File: config.mk
export PLATFORM = sky130hd
export DESIGN_NAME = apb_request_arbiter_flat
export DESIGN_NICKNAME = d
export VERILOG_FILES = /design/src/rtl/apb_request_arbiter_if.sv /design/src/rtl/apb_request_arbiter.sv /design/src/flat_wrapper.sv
export SDC_FILE = /design/constraint.sdc
export NUM_CORES = 1
export LEC_CHECK = 0
export CORE_MARGIN = 3
export CORE_UTILIZATION = 29
export CTS_BUF_LIST = sky130_fd_sc_hd__clkbuf_8
export CTS_CLUSTER_DIAMETER = 100
export CTS_CLUSTER_SIZE = 24
export DETAILED_ROUTE_END_ITERATION = 7
export HOLD_SLACK_MARGIN = 0.1
export PLACE_DENSITY_LB_ADDON = 0.1
export SYNTH_ARGS = -nofsm -noshare
export SYNTH_HDL_FRONTEND = slang
export SYNTH_SLANG_ARGS = --single-unit
File: constraint.sdc
create_clock -name PCLK -period 4.7 [get_ports PCLK]
set_clock_uncertainty 0.2 [all_clocks]
set_input_delay 0.94 -clock PCLK [delete_from_list [all_inputs] [get_ports PCLK]]
set_output_delay 0.94 -clock PCLK [all_outputs]
set_load 0.005 [all_outputs]
File: src/rtl/apb_request_arbiter_if.sv
// Command and handshake bundle between the request arbiter and the APB master.
// The arbiter drives the command fields and observes the bus access phase.
interface apb_request_arbiter_if #(
    parameter int ADDR_W = 32,
    parameter int DATA_W = 32
);
    logic              transfer;
    logic              Read_Write;
    logic [ADDR_W-1:0] PADDR_I;
    logic [DATA_W-1:0] write_data;
    logic              PENABLE;
    logic              PREADY;
    logic [DATA_W-1:0] PRDATA;

    modport master (
        output transfer, Read_Write, PADDR_I, write_data,
        input  PENABLE, PREADY, PRDATA
    );

    modport slave (
        input  transfer, Read_Write, PADDR_I, write_data,
        output PENABLE, PREADY, PRDATA
    );
endinterface

File: src/rtl/apb_request_arbiter.sv
// Two-port round-robin front end for the APB master: one transaction at a time,
// completion on PENABLE && PREADY, optional abort after TIMEOUT busy cycles.
module apb_request_arbiter #(
    parameter int ADDR_W  = 32,
    parameter int DATA_W  = 32,
    parameter int TIMEOUT = 16
) (
    input  logic              PCLK,
    input  logic              PRESTn,
    input  logic              req0,
    input  logic              req1,
    input  logic              write0,
    input  logic              write1,
    input  logic [ADDR_W-1:0] addr0,
    input  logic [ADDR_W-1:0] addr1,
    input  logic [DATA_W-1:0] wdata0,
    input  logic [DATA_W-1:0] wdata1,
    output logic              gnt0,
    output logic              gnt1,
    output logic              done0,
    output logic              done1,
    output logic              err,
    output logic [DATA_W-1:0] rd_data,
    apb_request_arbiter_if.master bus
);
    // Keep the counter at least one bit wide so TIMEOUT = 0 still elaborates.
    localparam int CNT_W = (TIMEOUT == 0) ? 1 : $clog2(TIMEOUT + 1);
    localparam logic [CNT_W-1:0] TMO_LAST = CNT_W'((TIMEOUT == 0) ? 0 : TIMEOUT - 1);

    typedef enum logic {IDLE, BUSY} state_t;

    state_t            state_reg, state_next;
    logic              owner_reg, owner_next;
    logic              last_owner_reg, last_owner_next;
    logic [CNT_W-1:0]  cnt_reg, cnt_next;
    logic              transfer_reg, transfer_next;
    logic              rw_reg, rw_next;
    logic [ADDR_W-1:0] paddr_reg, paddr_next;
    logic [DATA_W-1:0] wdata_reg, wdata_next;
    logic [DATA_W-1:0] rd_data_reg, rd_data_next;
    logic              gnt0_reg, gnt0_next, gnt1_reg, gnt1_next;
    logic              done0_reg, done0_next, done1_reg, done1_next;
    logic              err_reg, err_next;
    logic              pick1;

    // Port 1 wins when it is the only requester, or on a tie when port 0 went last.
    assign pick1 = req1 && (!req0 || !last_owner_reg);

    always_comb begin
        state_next      = state_reg;
        owner_next      = owner_reg;
        last_owner_next = last_owner_reg;
        cnt_next        = cnt_reg;
        transfer_next   = transfer_reg;
        rw_next         = rw_reg;
        paddr_next      = paddr_reg;
        wdata_next      = wdata_reg;
        rd_data_next    = rd_data_reg;
        gnt0_next       = 1'b0;
        gnt1_next       = 1'b0;
        done0_next      = 1'b0;
        done1_next      = 1'b0;
        err_next        = 1'b0;

        case (state_reg)
            IDLE: begin
                if (req0 || req1) begin
                    rw_next         = pick1 ? write1 : write0;
                    paddr_next      = pick1 ? addr1  : addr0;
                    wdata_next      = pick1 ? wdata1 : wdata0;
                    transfer_next   = 1'b1;
                    gnt0_next       = !pick1;
                    gnt1_next       = pick1;
                    owner_next      = pick1;
                    last_owner_next = pick1;
                    cnt_next        = '0;
                    state_next      = BUSY;
                end
            end
            BUSY: begin
                if (bus.PENABLE && bus.PREADY) begin
                    transfer_next = 1'b0;
                    done0_next    = !owner_reg;
                    done1_next    = owner_reg;
                    if (!rw_reg)
                        rd_data_next = bus.PRDATA;
                    state_next    = IDLE;
                end else if (TIMEOUT != 0 && cnt_reg == TMO_LAST) begin
                    transfer_next = 1'b0;
                    done0_next    = !owner_reg;
                    done1_next    = owner_reg;
                    err_next      = 1'b1;
                    rd_data_next  = '0;
                    state_next    = IDLE;
                end else begin
                    cnt_next = cnt_reg + 1'b1;
                end
            end
            default: state_next = IDLE;
        endcase
    end

    always_ff @(posedge PCLK or negedge PRESTn) begin
        if (!PRESTn) begin
            state_reg      <= IDLE;
            owner_reg      <= 1'b0;
            last_owner_reg <= 1'b1;
            cnt_reg        <= '0;
            transfer_reg   <= 1'b0;
            rw_reg         <= 1'b0;
            paddr_reg      <= '0;
            wdata_reg      <= '0;
            rd_data_reg    <= '0;
            gnt0_reg       <= 1'b0;
            gnt1_reg       <= 1'b0;
            done0_reg      <= 1'b0;
            done1_reg      <= 1'b0;
            err_reg        <= 1'b0;
        end else begin
            state_reg      <= state_next;
            owner_reg      <= owner_next;
            last_owner_reg <= last_owner_next;
            cnt_reg        <= cnt_next;
            transfer_reg   <= transfer_next;
            rw_reg         <= rw_next;
            paddr_reg      <= paddr_next;
            wdata_reg      <= wdata_next;
            rd_data_reg    <= rd_data_next;
            gnt0_reg       <= gnt0_next;
            gnt1_reg       <= gnt1_next;
            done0_reg      <= done0_next;
            done1_reg      <= done1_next;
            err_reg        <= err_next;
        end
    end

    assign bus.transfer   = transfer_reg;
    assign bus.Read_Write = rw_reg;
    assign bus.PADDR_I    = paddr_reg;
    assign bus.write_data = wdata_reg;
    assign gnt0           = gnt0_reg;
    assign gnt1           = gnt1_reg;
    assign done0          = done0_reg;
    assign done1          = done1_reg;
    assign err            = err_reg;
    assign rd_data        = rd_data_reg;
endmodule

File: src/flat_wrapper.sv
// flat-port wrapper written by rule: the top's interface ports become plain ports
module apb_request_arbiter_flat 
#(
    parameter int ADDR_W  = 32,
    parameter int DATA_W  = 32,
    parameter int TIMEOUT = 16
)
  (PCLK, PRESTn, req0, req1, write0, write1, addr0, addr1, wdata0, wdata1, gnt0, gnt1, done0, done1, err, rd_data, bus_transfer, bus_Read_Write, bus_PADDR_I, bus_write_data, bus_PENABLE, bus_PREADY, bus_PRDATA);
  apb_request_arbiter_if #(.ADDR_W(ADDR_W), .DATA_W(DATA_W)) bus_i ();
  input  logic PCLK;
  input  logic PRESTn;
  input  logic req0;
  input  logic req1;
  input  logic write0;
  input  logic write1;
  input  logic [ADDR_W-1:0] addr0;
  input  logic [ADDR_W-1:0] addr1;
  input  logic [DATA_W-1:0] wdata0;
  input  logic [DATA_W-1:0] wdata1;
  output logic gnt0;
  output logic gnt1;
  output logic done0;
  output logic done1;
  output logic err;
  output logic [DATA_W-1:0] rd_data;
  output wire logic [$bits(bus_i.transfer)-1:0] bus_transfer;
  output wire logic [$bits(bus_i.Read_Write)-1:0] bus_Read_Write;
  output wire logic [$bits(bus_i.PADDR_I)-1:0] bus_PADDR_I;
  output wire logic [$bits(bus_i.write_data)-1:0] bus_write_data;
  input wire logic [$bits(bus_i.PENABLE)-1:0] bus_PENABLE;
  input wire logic [$bits(bus_i.PREADY)-1:0] bus_PREADY;
  input wire logic [$bits(bus_i.PRDATA)-1:0] bus_PRDATA;
  assign bus_transfer = bus_i.transfer;
  assign bus_Read_Write = bus_i.Read_Write;
  assign bus_PADDR_I = bus_i.PADDR_I;
  assign bus_write_data = bus_i.write_data;
  assign bus_i.PENABLE = bus_PENABLE;
  assign bus_i.PREADY = bus_PREADY;
  assign bus_i.PRDATA = bus_PRDATA;
  apb_request_arbiter #(.ADDR_W(ADDR_W), .DATA_W(DATA_W), .TIMEOUT(TIMEOUT)) u_core (.PCLK(PCLK), .PRESTn(PRESTn), .req0(req0), .req1(req1), .write0(write0), .write1(write1), .addr0(addr0), .addr1(addr1), .wdata0(wdata0), .wdata1(wdata1), .gnt0(gnt0), .gnt1(gnt1), .done0(done0), .done1(done1), .err(err), .rd_data(rd_data), .bus(bus_i));
endmodule
# == Word level (Yosys, flattened, before mapping) ==
# Cells that the tools add are included.
# Widths: inputs -> output; s select.
# op_classes
n_addsub,1
multipliers,0
div_mod_pow,0
n_lt_le_gt_ge,0
eq_ne,6
shifts,0
mux,31
bitwise,1
n_reduce_logical,13
# op_table
operator,count
$mux 32,5
$mux 1,20
$mux 5,3
$pmux 5 s2,1
$ne 2x2->1 const B,3
$reduce_and 3->1,2
$add 5x1->5 const B,1
$eq 5x4->1 const B,1
$logic_not 1->1,4
$pmux 1 s2,2
$reduce_and 2->1,2
$ne 3x3->1 const B,1
$logic_and 1x1->1,2
$logic_or 1x1->1,2
$ne 2x1->1 const B,1
$reduce_bool 2->1,1
$not 1->1,1
# word_totals
register_bits,111
latchBits,0
mem_bits_rw,0
rom_bits,0
inputBits,168
wordCells,66
memories,0

# == Logic depth before layout (Yosys ltp) ==
# logic_depth
word_depth,6
mapped_depth,6
ltp_nobuf,6

# == Least setup slack after synthesis ==
# Ideal clock, no wire load.
# synth_timing
path_kind,input to register
from,in req1
to,reg u_core.cnt_reg[3]
arrival_ns,1.821
required_ns,4.405
setup_slack_ns,2.583
stages,5
n_path_buf,2
path_cell_list,o21bai_1 -> buf_2 -> buf_2 -> o311ai_0 -> o31ai_1
# synth_via
elab_chain_len,3
# synth_rtl
item,line,text
from (decl),flat_wrapper.sv:13,input logic req1;
$logic_or 1x1->1,apb_request_arbiter.sv:67,if (req0 || req1) begin
$ne 2x1->1 (no line),n/a,
$reduce_and 3->1 (no line),n/a,
to (signal assigned),apb_request_arbiter.sv:123,cnt_reg <= cnt_next;
to (decl),apb_request_arbiter.sv:35,"logic [CNT_W-1:0] cnt_reg, cnt_next;"
# Every way passes these cells.
# A chain may end at the register's enable or synchronous reset.

# == Worst setup path in the final report ==
# layout_timing
from,in req0
to,"reg u_core.paddr_reg[15], in the netlist u_core.bus.PADDR_I[15]"
# layout_via
elab_chain_len,4
elab_cells_between_ends,6
classes_between,mux: 1; reduce/logical: 5
# layout_rtl
item,line,text
from (decl),flat_wrapper.sv:12,input logic req0;
$logic_not 1->1,apb_request_arbiter.sv:47,assign pick1 = req1 && (!req0 || !last_owner_reg);
$logic_or 1x1->1,apb_request_arbiter.sv:47,
$logic_and 1x1->1,apb_request_arbiter.sv:47,
$mux 32,apb_request_arbiter.sv:69,paddr_next = pick1 ? addr1 : addr0;
to (signal assigned),apb_request_arbiter.sv:126,paddr_reg <= paddr_next;
to (decl),apb_request_arbiter.sv:38,"logic [ADDR_W-1:0] paddr_reg, paddr_next;"
# Parallel ways exist; a longest one is shown, timed or not.

==> metrics <==
status finished, final reports clean; crit path time final 3.08 ns; Max FO, Critical Path 37; first-pass GRT wire length 23800 um; Mapped Area 4570 um2; Area Overhead vs Synth 68.0%; die area 17300 um2; GRT Resource Usage Total 0.171; Hold Path Stages 1; Post-Syn Nets 534; critical path required time 4.81 ns; Iter 0 DRT Violations 157; Ports 271; Reg2Reg Capture Point u_core.bus.PADDR_I[15]$_DFFE_PN0P_; most numerous cell in the Yosys netlist dfrtp_1; latest clock arrival within the worst-skew pair 0.36 ns; async set or reset register ratio after synthesis 1.00; Horiz. Die Dim 132 um; setup violators final 0; RSZ-0062 raised after global routing no; Worst slew margin 0.273; crit path capture type flop; Port-buffer cells 270; antenna-violating nets left 0; Yosys reg bits 111; WL/cell 17.8 um; Post-Layout Inst Area 7670 um2; Synth area leader dfrtp_1; gp weighted congestion 0.772; Max IR drop VDD 0.189 mV; Root Driver clkbuf_8; nets 794; Die Height 132 um; CTS Hold Bufs 0; Worst Reg-to-Reg Cells 4; n_diodes 0; post-cts sizing count 0; # rows 45; # clock sinks 111; Synth warnings 0; via count 4013; Yosys top cell area share 0.602; Worst Hold Launch u_core.owner_reg$_DFFE_PN0P_; initial core utilization 0.298; Worst-path clk slew 0.10 ns; count of pins over their slew limit 0; Final period util 0.655; Clock Path Buffers 2; r2r startpoint u_core.last_owner_reg$_DFFE_PN1P_; WL final 14900 um; TritonRoute pass-1 iters 4; remaining routing DRC violations 0; pwr dens 484 nW/um2; DPL Wire Length 10900 um; synth cell count leaders dfrtp_1, a221o_1, and2_0; largest net degree at the start of global routing 46; Leak 0.00322 uW; cells after synthesis 363; CTS tree yes; Netlist cell types 34; Vias/cell 4.78; Avg Inst Size Synth 12.6 um2; CP arrival 3.19 ns; number of flops mapped to enable cells by yosys 0; Tightest Hold Check Type reg2reg; MaxCap Viol Count 0; Synth Flop Type dfrtp_1; Final TNS setup 0 ns; vias in the first global route 4284; Crit Path Class in2reg; Min-Delay Endpoint u_core.done0$_DFF_PN0_; post-place instance area 7490 um2; H-tree levels 3; Max Fclk 325 MHz; pin slew with the least headroom to its limit 1.09 ns; CTS Buf Count 9; Worst R2R Setup Slack 2.32 ns; Core ar. 15300 um2; initial antenna violation count 0; GRT Residual Overflow 0; overall power 3720 uW; Final Hold Fails 0; layout cell share with drive strength beyond 1 0.0510; largest cells by area after synthesis dfrtp_1, a221o_1, and2_0; Post-CTS Setup Inserts 0; sequential element share of the synthesized area 0.608; # fillers 1380; crit path launch type input port
[kinds of logic (layout without fill, tap and decap cells)]
group | after synthesis | in the layout | synth area share
DFF | 111 | 111 | 0.608
buffers and inverters | 35 | 300 | 0.0315
muxes | 1 | 1 | 0.00219
and+or+nand+nor | 80 | 80 | 0.0997
adders and majority gates | 3 | 3 | 0.00822
AOI/OAI and AO/OA | 133 | 133 | 0.250
[power by group]
group | switching [uW] | internal (uW) | leakage, uW
logic | 519 | 1080 | 0.00177
registers | 230 | 1340 | 0.00136
clock network | 341 | 200 | 0.0000906
total | 1090 | 2630 | 0.00322
[layer usage]
metal | vias up | GRT usage | wire length (um)
li1 | 1881 | - | -
met1 | 1946 | 0.211 | 6240
met2 | 171 | 0.283 | 7300
met3 | 15 | 0.0590 | 1170
met4 | 0 | 0.0519 | 226
met5 | - | 0 | 0
[worst max path at each step]
stage | startpoint | endpoint | slack (ns) | depth (start not counted)
2_1_floorplan | req1 | u_core.cnt_reg[3]$_DFFE_PN0P_ | 2.58 | 5
3_3_place_gp | req0 | u_core.bus.PADDR_I[18]$_DFFE_PN0P_ | 1.29 | 5
3_5_place_dp | req0 | u_core.bus.write_data[19]$_DFFE_PN0P_ | 1.20 | 5
4_1_cts | req0 | u_core.bus.PADDR_I[15]$_DFFE_PN0P_ | 1.62 | 5
5_1_grt | req0 | u_core.bus.write_data[19]$_DFFE_PN0P_ | 1.49 | 5
6_report | req0 | u_core.bus.PADDR_I[15]$_DFFE_PN0P_ | 1.62 | 5
[cell usage in the layout (no fill, tap or decap), types with 2 or more instances in the layout]
| cell type | count |
|---|---|
| and2_0 | 48 |
| clkinv_4 | 2 |
| dfrtp_1 | 110 |
| nor2_1 | 3 |
| ha_1 | 3 |
| a21o_1 | 2 |
| and3_1 | 3 |
| a21oi_1 | 16 |
| a22o_1 | 32 |
| nor2b_1 | 2 |
| o22ai_1 | 2 |
| buf_4 | 8 |
| and2_1 | 3 |
| nand2_1 | 16 |
| inv_6 | 3 |
| a31oi_1 | 2 |
| a21bo_2 | 2 |
| clkdlybuf4s50_1 | 269 |
| a221o_1 | 51 |
| inv_1 | 7 |
| o21ai_0 | 5 |
| clkbuf_8 | 9 |
| a2bb2oi_1 | 14 |
[per-stage QoR]
step,utilization,hold WS (ns),instances,setup slack [ns]
5_1_grt,0.501,0.294,839,1.49
4_1_cts,0.501,0.273,839,1.62
2_1_floorplan,-,0.215,363,2.58
3_5_place_dp,0.489,0.257,823,1.20
3_3_place_gp,0.489,0.259,823,1.29
6_report,0.501,0.275,839,1.62
[cell type report]
class                   count  area, um2  share of cell area
flip-flops and latches    111       2780               0.362
repair buffers            277       2750               0.359
multi-input cells         217       1670               0.218
well taps                 211        264              0.0344
clock buffers               9        124              0.0161
clock inverters             7       56.3             0.00734
inverters                   7       26.3             0.00342
[critical path, stage by stage]
cell and delay (ns):
clkdlybuf4s50_1 0.68, inv_1 0.14, a211oi_4 0.68, buf_4 0.50
a221o_1 0.22
No activity file was read; power rests on OpenSTA's default activity.
